### src/rtl/enc_8b10b_pkg.sv
// Shared 8b/10b code tables and helpers for the multi-byte PCS encoder.
// 6b codes are held as abcdei and 4b codes as fghj, MSB first.
package enc_8b10b_pkg;

  localparam logic [7:0] K28_5     = 8'hBC;
  localparam logic [9:0] K28_5_NEG = 10'h17C;
  localparam logic [9:0] K28_5_POS = 10'h283;

  typedef struct packed {
    logic [5:0] neg;
    logic [5:0] pos;
  } code6_t;

  typedef struct packed {
    logic [3:0] neg;
    logic [3:0] pos;
  } code4_t;

  localparam logic [5:0] D6_NEG [32] = '{
    6'b100111, 6'b011101, 6'b101101, 6'b110001, 6'b110101, 6'b101001, 6'b011001, 6'b111000,
    6'b111001, 6'b100101, 6'b010101, 6'b110100, 6'b001101, 6'b101100, 6'b011100, 6'b010111,
    6'b011011, 6'b100011, 6'b010011, 6'b110010, 6'b001011, 6'b101010, 6'b011010, 6'b111010,
    6'b110011, 6'b100110, 6'b010110, 6'b110110, 6'b001110, 6'b101110, 6'b011110, 6'b101011
  };

  localparam logic [3:0] D4_NEG [8] = '{
    4'b1011, 4'b1001, 4'b0101, 4'b1100, 4'b1101, 4'b1010, 4'b0110, 4'b1110
  };

  localparam logic [3:0] K4_NEG [8] = '{
    4'b1011, 4'b0110, 4'b1010, 4'b1100, 4'b1101, 4'b0101, 4'b1001, 4'b0111
  };

  // Unbalanced codes swap to their complement under RD+; D.7 is balanced but swaps too.
  function automatic code6_t enc_5b6b(input logic [4:0] x, input logic k28);
    code6_t c;
    logic [5:0] n;
    n     = k28 ? 6'b001111 : D6_NEG[x];
    c.neg = n;
    c.pos = (($countones(n) != 3) || (!k28 && x == 5'd7)) ? ~n : n;
    return c;
  endfunction

  // K columns and D.x.3 always complement; A7 overrides the primary D.x.7 code.
  function automatic code4_t enc_3b4b(input logic [2:0] y, input logic k, input logic a7);
    code4_t c;
    logic [3:0] n;
    n     = k ? K4_NEG[y] : (a7 ? 4'b0111 : D4_NEG[y]);
    c.neg = n;
    c.pos = (k || y == 3'd3 || ($countones(n) != 2)) ? ~n : n;
    return c;
  endfunction

  function automatic logic is_legal_k(input logic [7:0] b);
    logic [4:0] x;
    x = b[4:0];
    return (x == 5'd28) ||
           (b[7:5] == 3'd7 && (x == 5'd23 || x == 5'd27 || x == 5'd29 || x == 5'd30));
  endfunction

  function automatic logic next_rd6(input logic [5:0] c, input logic rd);
    return ($countones(c) > 3) ? 1'b1 : (($countones(c) < 3) ? 1'b0 : rd);
  endfunction

  function automatic logic next_rd4(input logic [3:0] c, input logic rd);
    return ($countones(c) > 2) ? 1'b1 : (($countones(c) < 2) ? 1'b0 : rd);
  endfunction

  // Table order (a first) to symbol bit order (a at bit 0).
  function automatic logic [5:0] rev6(input logic [5:0] c);
    return {c[0], c[1], c[2], c[3], c[4], c[5]};
  endfunction

  function automatic logic [3:0] rev4(input logic [3:0] c);
    return {c[0], c[1], c[2], c[3]};
  endfunction

endpackage

### src/rtl/enc_8b10b_multi_if.sv
// Word-level bus between the PCS transmit logic and the 8b/10b encoder.
interface enc_8b10b_multi_if #(parameter int BYTES = 2);
  logic                  enable;
  logic [8*BYTES-1:0]    data;
  logic [BYTES-1:0]      TXDataK;
  logic                  TxCompliance;
  logic                  enable_PMA;
  logic [10*BYTES-1:0]   data_out;
  logic [BYTES-1:0]      code_err;
  logic                  rd_out;

  modport master (
    output enable, data, TXDataK, TxCompliance,
    input  enable_PMA, data_out, code_err, rd_out
  );

  modport slave (
    input  enable, data, TXDataK, TxCompliance,
    output enable_PMA, data_out, code_err, rd_out
  );
endinterface

### src/rtl/enc_8b10b_byte.sv
// Combinational single-byte 8b/10b encoder; illegal K bytes fall back to the D code.
module enc_8b10b_byte
  import enc_8b10b_pkg::*;
(
  input  logic [7:0] data_i,
  input  logic       k_i,
  input  logic       rd_i,
  output logic [9:0] sym_o,
  output logic       rd_o,
  output logic       err_o
);

  logic [4:0] x;
  logic [2:0] y;
  logic       legal;
  logic       use_k;
  logic       rd6;
  logic       a7;
  code6_t     c6;
  code4_t     c4;
  logic [5:0] six;
  logic [3:0] four;

  assign x = data_i[4:0];
  assign y = data_i[7:5];

  always_comb begin
    legal = is_legal_k(data_i);
    use_k = k_i && legal;
    err_o = k_i && !legal;
    c6    = enc_5b6b(x, use_k && (x == 5'd28));
    six   = rd_i ? c6.pos : c6.neg;
    rd6   = next_rd6(six, rd_i);
    // A7 avoids a run of five equal bits across the e/i/f/g/h boundary.
    a7    = !use_k && (y == 3'd7) &&
            ((!rd6 && (x == 5'd17 || x == 5'd18 || x == 5'd20)) ||
             ( rd6 && (x == 5'd11 || x == 5'd13 || x == 5'd14)));
    c4    = enc_3b4b(y, use_k, a7);
    four  = rd6 ? c4.pos : c4.neg;
    rd_o  = next_rd4(four, rd6);
    sym_o = {rev4(four), rev6(six)};
  end

endmodule

### src/rtl/enc_8b10b_multi.sv
// Multi-byte 8b/10b encoder: BYTES chained byte encoders feeding one output register stage.
// Running disparity flows byte 0 -> BYTES-1 and is carried between words in rd_q.
module enc_8b10b_multi
  import enc_8b10b_pkg::*;
#(
  parameter int BYTES = 2
) (
  input  logic                     Bit_Rate_10,
  input  logic                     Rst,
  enc_8b10b_multi_if.slave         enc_if
);

  logic [10*BYTES-1:0] sym;
  logic [BYTES-1:0]    err;
  logic                rd_chain [BYTES+1];

  logic                valid_q, valid_d;
  logic [10*BYTES-1:0] sym_q, sym_d;
  logic [BYTES-1:0]    err_q, err_d;
  logic                rd_q, rd_d;

  // Compliance patterns must start from RD- regardless of the carried disparity.
  assign rd_chain[0] = (enc_if.TxCompliance && enc_if.TXDataK[0]) ? 1'b0 : rd_q;

  for (genvar i = 0; i < BYTES; i++) begin : g_byte
    enc_8b10b_byte u_byte (
      .data_i (enc_if.data[8*i +: 8]),
      .k_i    (enc_if.TXDataK[i]),
      .rd_i   (rd_chain[i]),
      .sym_o  (sym[10*i +: 10]),
      .rd_o   (rd_chain[i+1]),
      .err_o  (err[i])
    );
  end

  always_comb begin
    valid_d = enc_if.enable;
    sym_d   = sym_q;
    err_d   = err_q;
    rd_d    = rd_q;
    if (enc_if.enable) begin
      sym_d = sym;
      err_d = err;
      rd_d  = rd_chain[BYTES];
    end
  end

  always_ff @(posedge Bit_Rate_10 or negedge Rst) begin
    if (!Rst) begin
      valid_q <= 1'b0;
      sym_q   <= '0;
      err_q   <= '0;
      rd_q    <= 1'b0;
    end else begin
      valid_q <= valid_d;
      sym_q   <= sym_d;
      err_q   <= err_d;
      rd_q    <= rd_d;
    end
  end

  assign enc_if.enable_PMA = valid_q;
  assign enc_if.data_out   = sym_q;
  assign enc_if.code_err   = err_q;
  assign enc_if.rd_out     = rd_q;

endmodule

### src/flat_wrapper.sv
// flat-port wrapper written by rule: the top's interface ports become plain ports
module enc_8b10b_multi_flat import enc_8b10b_pkg::*;
#(
  parameter int BYTES = 2
)
  (Bit_Rate_10, Rst, enc_if_enable, enc_if_data, enc_if_TXDataK, enc_if_TxCompliance, enc_if_enable_PMA, enc_if_data_out, enc_if_code_err, enc_if_rd_out);
  enc_8b10b_multi_if #(.BYTES(BYTES)) enc_if_i ();
  input  logic Bit_Rate_10;
  input  logic Rst;
  input wire logic [$bits(enc_if_i.enable)-1:0] enc_if_enable;
  input wire logic [$bits(enc_if_i.data)-1:0] enc_if_data;
  input wire logic [$bits(enc_if_i.TXDataK)-1:0] enc_if_TXDataK;
  input wire logic [$bits(enc_if_i.TxCompliance)-1:0] enc_if_TxCompliance;
  output wire logic [$bits(enc_if_i.enable_PMA)-1:0] enc_if_enable_PMA;
  output wire logic [$bits(enc_if_i.data_out)-1:0] enc_if_data_out;
  output wire logic [$bits(enc_if_i.code_err)-1:0] enc_if_code_err;
  output wire logic [$bits(enc_if_i.rd_out)-1:0] enc_if_rd_out;
  assign enc_if_i.enable = enc_if_enable;
  assign enc_if_i.data = enc_if_data;
  assign enc_if_i.TXDataK = enc_if_TXDataK;
  assign enc_if_i.TxCompliance = enc_if_TxCompliance;
  assign enc_if_enable_PMA = enc_if_i.enable_PMA;
  assign enc_if_data_out = enc_if_i.data_out;
  assign enc_if_code_err = enc_if_i.code_err;
  assign enc_if_rd_out = enc_if_i.rd_out;
  enc_8b10b_multi #(.BYTES(BYTES)) u_core (.Bit_Rate_10(Bit_Rate_10), .Rst(Rst), .enc_if(enc_if_i));
endmodule
### config.mk
export PLATFORM = sky130hd
export DESIGN_NAME = enc_8b10b_multi_flat
export DESIGN_NICKNAME = d
export VERILOG_FILES = /design/src/rtl/enc_8b10b_pkg.sv /design/src/rtl/enc_8b10b_multi_if.sv /design/src/rtl/enc_8b10b_byte.sv /design/src/rtl/enc_8b10b_multi.sv /design/src/flat_wrapper.sv
export SDC_FILE = /design/constraint.sdc
export NUM_CORES = 1
export LEC_CHECK = 0
export ABC_AREA = 1
export BUFFER_PORTS_ARGS = -buffer_cell sky130_fd_sc_hd__buf_2
export CORE_AREA = 2 2 117 119
export CTS_CLUSTER_DIAMETER = 60
export DETAILED_ROUTE_END_ITERATION = 6
export DIE_AREA = 0 0 119 121
export HOLD_SLACK_MARGIN = 0.05
export PLACE_DENSITY = 0.45
export RECOVER_POWER = 25
export SLEW_MARGIN = 20
export SYNTH_ARGS = -nofsm -noshare
export SYNTH_HDL_FRONTEND = slang
export SYNTH_HIERARCHICAL = 1
export SYNTH_SLANG_ARGS = --single-unit
### constraint.sdc
create_clock -name Bit_Rate_10 -period 30.5 [get_ports Bit_Rate_10]
set_input_delay 4.575 -clock Bit_Rate_10 [delete_from_list [all_inputs] [get_ports Bit_Rate_10]]
set_output_delay 4.575 -clock Bit_Rate_10 [all_outputs]
set_load 0.1 [all_outputs]
==> results of run 1 <==
[path summary, 6_finish.rpt]
check	startpoint	end	slack, ns	cells past startpoint
max in group asynchronous	Rst	u_core/enc_if.data_out[19]$_DFFE_PN0P_	25.04	1
setup / recovery	enc_if_data[0]	u_core/enc_if.rd_out$_DFFE_PN0P_	10.58	78
hold reg to reg	u_core/enc_if.data_out[1]$_DFFE_PN0P_	u_core/enc_if.data_out[1]$_DFFE_PN0P_	0.46	2
hold / removal	u_core/enc_if.data_out[1]$_DFFE_PN0P_	u_core/enc_if.data_out[1]$_DFFE_PN0P_	0.46	2
setup reg to reg	u_core/enc_if.rd_out$_DFFE_PN0P_	u_core/enc_if.rd_out$_DFFE_PN0P_	17.60	64
min in group asynchronous	Rst	u_core/enc_if.data_out[0]$_DFFE_PN0P_	4.63	1
[layout make-up]
cell class / count / area [um^2] / share of cell area [%]
flip-flops and latches: 24 / 600.6 / 16.37
multi-input cells: 372 / 2277 / 62.05
well taps: 176 / 220.2 / 6.001
inverters: 72 / 272.8 / 7.433
clock buffers: 3 / 75.07 / 2.046
repair buffers: 45 / 224.0 / 6.103
[registers in the layout, summed over array words and instances (netlist names)]
name	count
u_core/enc_if.enable_PMA	1
u_core/enc_if.data_out	20
u_core/enc_if.rd_out	1
u_core/enc_if.code_err	2
[cells by family after synthesis]
logic type	count (synthesis)	share of synthesized area, %
AND/OR/NAND/NOR	277	38.57
buffers and inverters	82	11.03
adder cells (fa/ha/maj)	46	21.51
AO/OA/AOI/OAI	37	7.079
flip-flops	24	18.57
XOR/XNOR	12	3.249
[per-layer routing]
layer  vias to the layer above  track usage (%)
met5                         -                0
met4                         0            2.530
met3                         6            1.692
met2                        57            19.15
met1                      1387            14.50
li1                       1576                -
[placed cells by master (no fill, tap or decap), types with 10 or more instances in the layout]
cell type,Yosys,final
o21ai_0,11,11
nand2_4,10,10
a21oi_1,10,10
ha_1,30,30
buf_2,2,44
nand3_1,39,39
fa_1,16,16
dfrtp_1,24,24
nor2_1,15,15
nand2_1,187,187
inv_1,66,66
[per-stage QoR]
step	utilization, %	std cells	setup WS, ns	hold WS [ns]
4_1_cts	28.06	692	10.53	0.4703
2_1_floorplan	-	478	11.65	0.9738
3_3_place_gp	27.48	689	10.49	0.4540
5_1_grt	28.05	692	9.541	0.4860
3_5_place_dp	27.48	689	10.36	0.4533
6_report	28.05	692	10.58	0.4638
[worst reg2reg max path: cells and delay by family, from the launching register on]
family	cells	cell delay (ns)
DFF	1	0.37
and+or+nand+nor	28	3.62
AOI/OAI and AO/OA	4	0.68
buffers and inverters	10	0.57
adders and majority gates	20	6.97
xor gates and xnor gates	2	0.55
==> metrics.txt, run 1 <==
core footprint=0.01309 mm^2; vias in the first global route=2903; first-pass GRT wire length=13230 um; CTS tree=yes; initial antenna violation count=0; pin count of the biggest net entering global routing=26; Final period util=65.31%; area grow syn2layout=13.46%; Pre-antenna DRT Iters=4; Primary FF master, synth=dfrtp_1; share of cells above drive strength 1=14.73%; clk buf depth=2; Post-Syn Area=0.003234 mm^2; Routability Congestion=0.8389; Worst path max stage delay=0.56 ns; Placed Area=0.003596 mm^2; Critical Path End Type=register; post-synthesis sequential area ratio=18.57%; crit path kind=primary input to register; Arr. time, crit path=20.07 ns; crit-path most repeated cell=nand2_1; Die ar.=0.01440 mm^2; Avg WL per Cell=11.40 um; htree depth=1; largest cells by area after synthesis=nand2_1 22%, dfrtp_1 19%, ha_1 12%; Met2 Wirelength=3686 um; Startpoint Class=primary input; finished layout cell area=0.003670 mm^2; Worst-path clk slew=0.06 ns; count leader, synth=nand2_1; Initial Util=24.72%; met1 wire length=3877 um; Commonest cells post-synth=187 x nand2_1, 66 x inv_1, 39 x nand3_1; HP Class=register to register; final-report hold violation count=0; CTS resizes=0; worst-case clock skew=0.005915 ns; DRC Markers=0; Tot GR Track Use=11.05%; Max Slew Vio Count=0; Die H=121 um; CP top delay family=adder cells; Final min period=19.92 ns; postcts setup bufs=0; Post-DRT Antenna Nets=0; Clock Sinks=24; Overflow after GRT=0; async set-reset flop share out of synthesis=100.0%; Max-Cap Viols=0; Die X=119 um; headroom to the max-slew limit=5.189%; Synth top area share=21.70%; crit path max-delay cell type=fa_1; unique cell type count in the Yosys netlist=33; unrepaired setup endpoints after global routing=false; Worst Path Buf+Inv=14; 1st-iter DRT viols=140; WL met3=237 um; Yosys top cell by area=nand2_1; worst-margin pin slew=1.422 ns; Post-CTS Hold Buffers=0; critical path fanouts, max=8; Routed WL=7890 um; setup tns final=0 ns; outcome=finished clean; Port-buffer cells=45; cts bufs inserted=3; Post-DP HPWL=6340 um; Fillers=1442; DR top layer=met4; number of synthesized flops with an enable pin=0; Syn Nets=546; Synth Register Bits=24; Setup violations, final=0; diode count=0; DR vias/cell=4.373; CP Data Required Time=30.65 ns; YS warnings=6; cell count after synthesis=478; FMAX=0.05020 GHz; clk_lat worst skew=0.26 ns; Ports=46; clk root buf=clkbuf_16; row cnt=42; Mean Syn Cell Area=6.766 um^2; Post-layout nets=586; DR vias=3026
Power of run 1 is not shown: default switching activity piles up to over one toggle a cycle in this logic, so the estimate is an artifact.
==> run 2, diff against run 1 <==
==> constraint.sdc (replaced) <==
create_clock -name Bit_Rate_10 -period 19.5 [get_ports Bit_Rate_10]
set_input_delay 2.925 -clock Bit_Rate_10 [delete_from_list [all_inputs] [get_ports Bit_Rate_10]]
set_output_delay 2.925 -clock Bit_Rate_10 [all_outputs]
set_load 0.1 [all_outputs]
==> run 2 against run 1 <==
  * Sequential share of layout area is 0.089 points lower
  * Setup slack worse by 9.2 ns
  * Count of clock-buffer cells in the layout is 1 higher
  * Cell area is 0.55% higher
==> metrics.txt, run 2 (synthesis results as in run 1) <==
outcome=finished clean; initial antenna violation count=0 (unchanged); DR vias=2997 (-0.96%); clk root buf=clkbuf_16; area grow syn2layout=14.08%; Hold Path Depth=2 (unchanged); Die ar.=0.01440 mm^2 (unchanged); CTS tree=yes; worst-margin pin slew=1.442 ns (+0.01959 ns); Critical Path End Type=register; first-pass GRT wire length=13530 um (+2.3%); Worst-path clk slew=0.07 ns (about the same); row cnt=42 (unchanged); reg2reg end=u_core/enc_if.rd_out$_DFFE_PN0P_; Pre-antenna DRT Iters=5 (+1); DR vias/cell=4.325 (-1.1%); Post-layout nets=586 (unchanged); most frequent cells in the layout=187 x nand2_1, 66 x inv_1, 44 x buf_2; crit path max-delay cell type=fa_1; DRC Markers=0 (unchanged); reg2reg start=u_core/enc_if.rd_out$_DFFE_PN0P_; Post-DP HPWL=6313 um (-0.42%); Die X=119 um (unchanged); Setup violations, final=0 (unchanged); 1st-iter DRT viols=170 (+21%); Sequential Area=600.6 um^2 (unchanged); Arr. time, crit path=18.25 ns (-1.82 ns); clk_lat worst skew=0.27 ns (about the same); worst hold path startpoint=u_core/enc_if.data_out[17]$_DFFE_PN0P_; vias in the first global route=2887 (-0.55%); Final period util=92.78%; FMAX=0.05527 GHz; HP Class=register to register; final-report hold violation count=0 (unchanged); clk buf depth=2 (unchanged); crit path kind=primary input to register; setup tns final=0 ns (unchanged); Tot GR Track Use=11.36% (+0.31 points); critical path fanouts, max=8 (unchanged); headroom to the max-slew limit=3.883% (-1.3 points); Worst R2R Path Depth=64 (unchanged); Hold Path End=u_core/enc_if.data_out[17]$_DFFE_PN0P_; register-to-register setup slack=6.74 ns (-10.86 ns); Port-buffer cells=45 (unchanged); unrepaired setup endpoints after global routing=false; postcts setup bufs=0 (unchanged); Routability Congestion=0.8608 (+2.6%); pin count of the biggest net entering global routing=26 (unchanged); Fillers=1439 (-0.21%); CTS resizes=0 (unchanged); cts bufs inserted=3 (unchanged); Multi-input gate area=0.002283 mm^2 (+0.27%); Clock Sinks=24 (unchanged); Startpoint Class=primary input; Max Slew Vio Count=0 (unchanged); diode count=0 (unchanged); Avg WL per Cell=11.39 um (-0.13%); CP Data Required Time=19.66 ns (-10.99 ns); htree depth=1 (unchanged); most common cell after layout, fill and taps aside=nand2_1; worst-case clock skew=0.005061 ns (-0.0008540 ns); max reg flops=20 (unchanged); Die H=121 um (unchanged); core footprint=0.01309 mm^2 (unchanged); Post-DRT Antenna Nets=0 (unchanged); Ports=46 (unchanged); Routed WL=7891 um (about the same); Initial Util=24.72% (unchanged); Worst path max stage delay=0.55 ns (about the same); Final min period=18.09 ns; Overflow after GRT=0 (unchanged); crit-path most repeated cell=nand2_1; share of cells above drive strength 1=15.09% (+0.36 points); Max-Cap Viols=0 (unchanged); Post-CTS Hold Buffers=0 (unchanged)
## run 2: cell count changes in the layout (fill, tap and decap cells not counted), sizes merged
cell    before  now
clkbuf       4    5
## run 2: cell type report
| class | count | area share (%) |
|---|---|---|
| clock buffer | 4 | 2.408 |
| multi-input combinational | 372 | 61.89 |
| tap | 176 | 5.968 |
| sequential | 24 | 16.28 |
| timing repair buffer | 45 | 6.070 |
| inverter | 72 | 7.392 |
## run 2: metal layers
layer  track usage (%)  vias to the layer above  part of all wire, %
met5                 0                        -                    0
met4             1.637                        0                 0.89
met3             1.645                        8                  2.3
met2             19.15                       44                   46
met1             15.78                     1373                   51
li1                  -                     1572                    -
## run 2: how the worst max path moves through the flow
stage	startpoint	end	slack, ns
CTS	enc_if_data[0]	u_core/enc_if.rd_out$_DFFE_PN0P_	1.12
global placement	enc_if_data[0]	u_core/enc_if.rd_out$_DFFE_PN0P_	1.10
global route	enc_if_data[0]	u_core/enc_if.rd_out$_DFFE_PN0P_	0.19
detailed placement	enc_if_data[0]	u_core/enc_if.rd_out$_DFFE_PN0P_	0.92
floorplan	enc_if_data[0]	u_core/enc_if.rd_out$_DFFE_PN0P_	2.30
finish	enc_if_data[0]	u_core/enc_if.rd_out$_DFFE_PN0P_	1.41
## run 2: worst max-delay path: cells and delay by family
family / cells / cell delay, ns
AOI/OAI and AO/OA: 4 / 0.78
xor gates and xnor gates: 2 / 0.60
adders and majority gates: 25 / 8.72
buffers and inverters: 14 / 0.93
and+or+nand+nor: 33 / 4.24
## run 2: stage by stage
| stage | instances | worst slack, ns | cell area (um^2) | hold WS (ns) | util (%) |
|---|---|---|---|---|---|
| floorplan | 478 | 2.296 | 3234 | 0.9738 | - |
| global placement | 689 | 1.100 | 3596 | 0.4522 | 27.48 |
| detailed placement | 689 | 0.9180 | 3596 | 0.4551 | 27.48 |
| CTS | 693 | 1.122 | 3685 | 0.4719 | 28.16 |
| global route | 693 | 0.1869 | 3690 | 0.4941 | 28.20 |
| finish | 693 | 1.408 | 3690 | 0.4688 | 28.20 |
Power of run 2 is left out for the same reason.
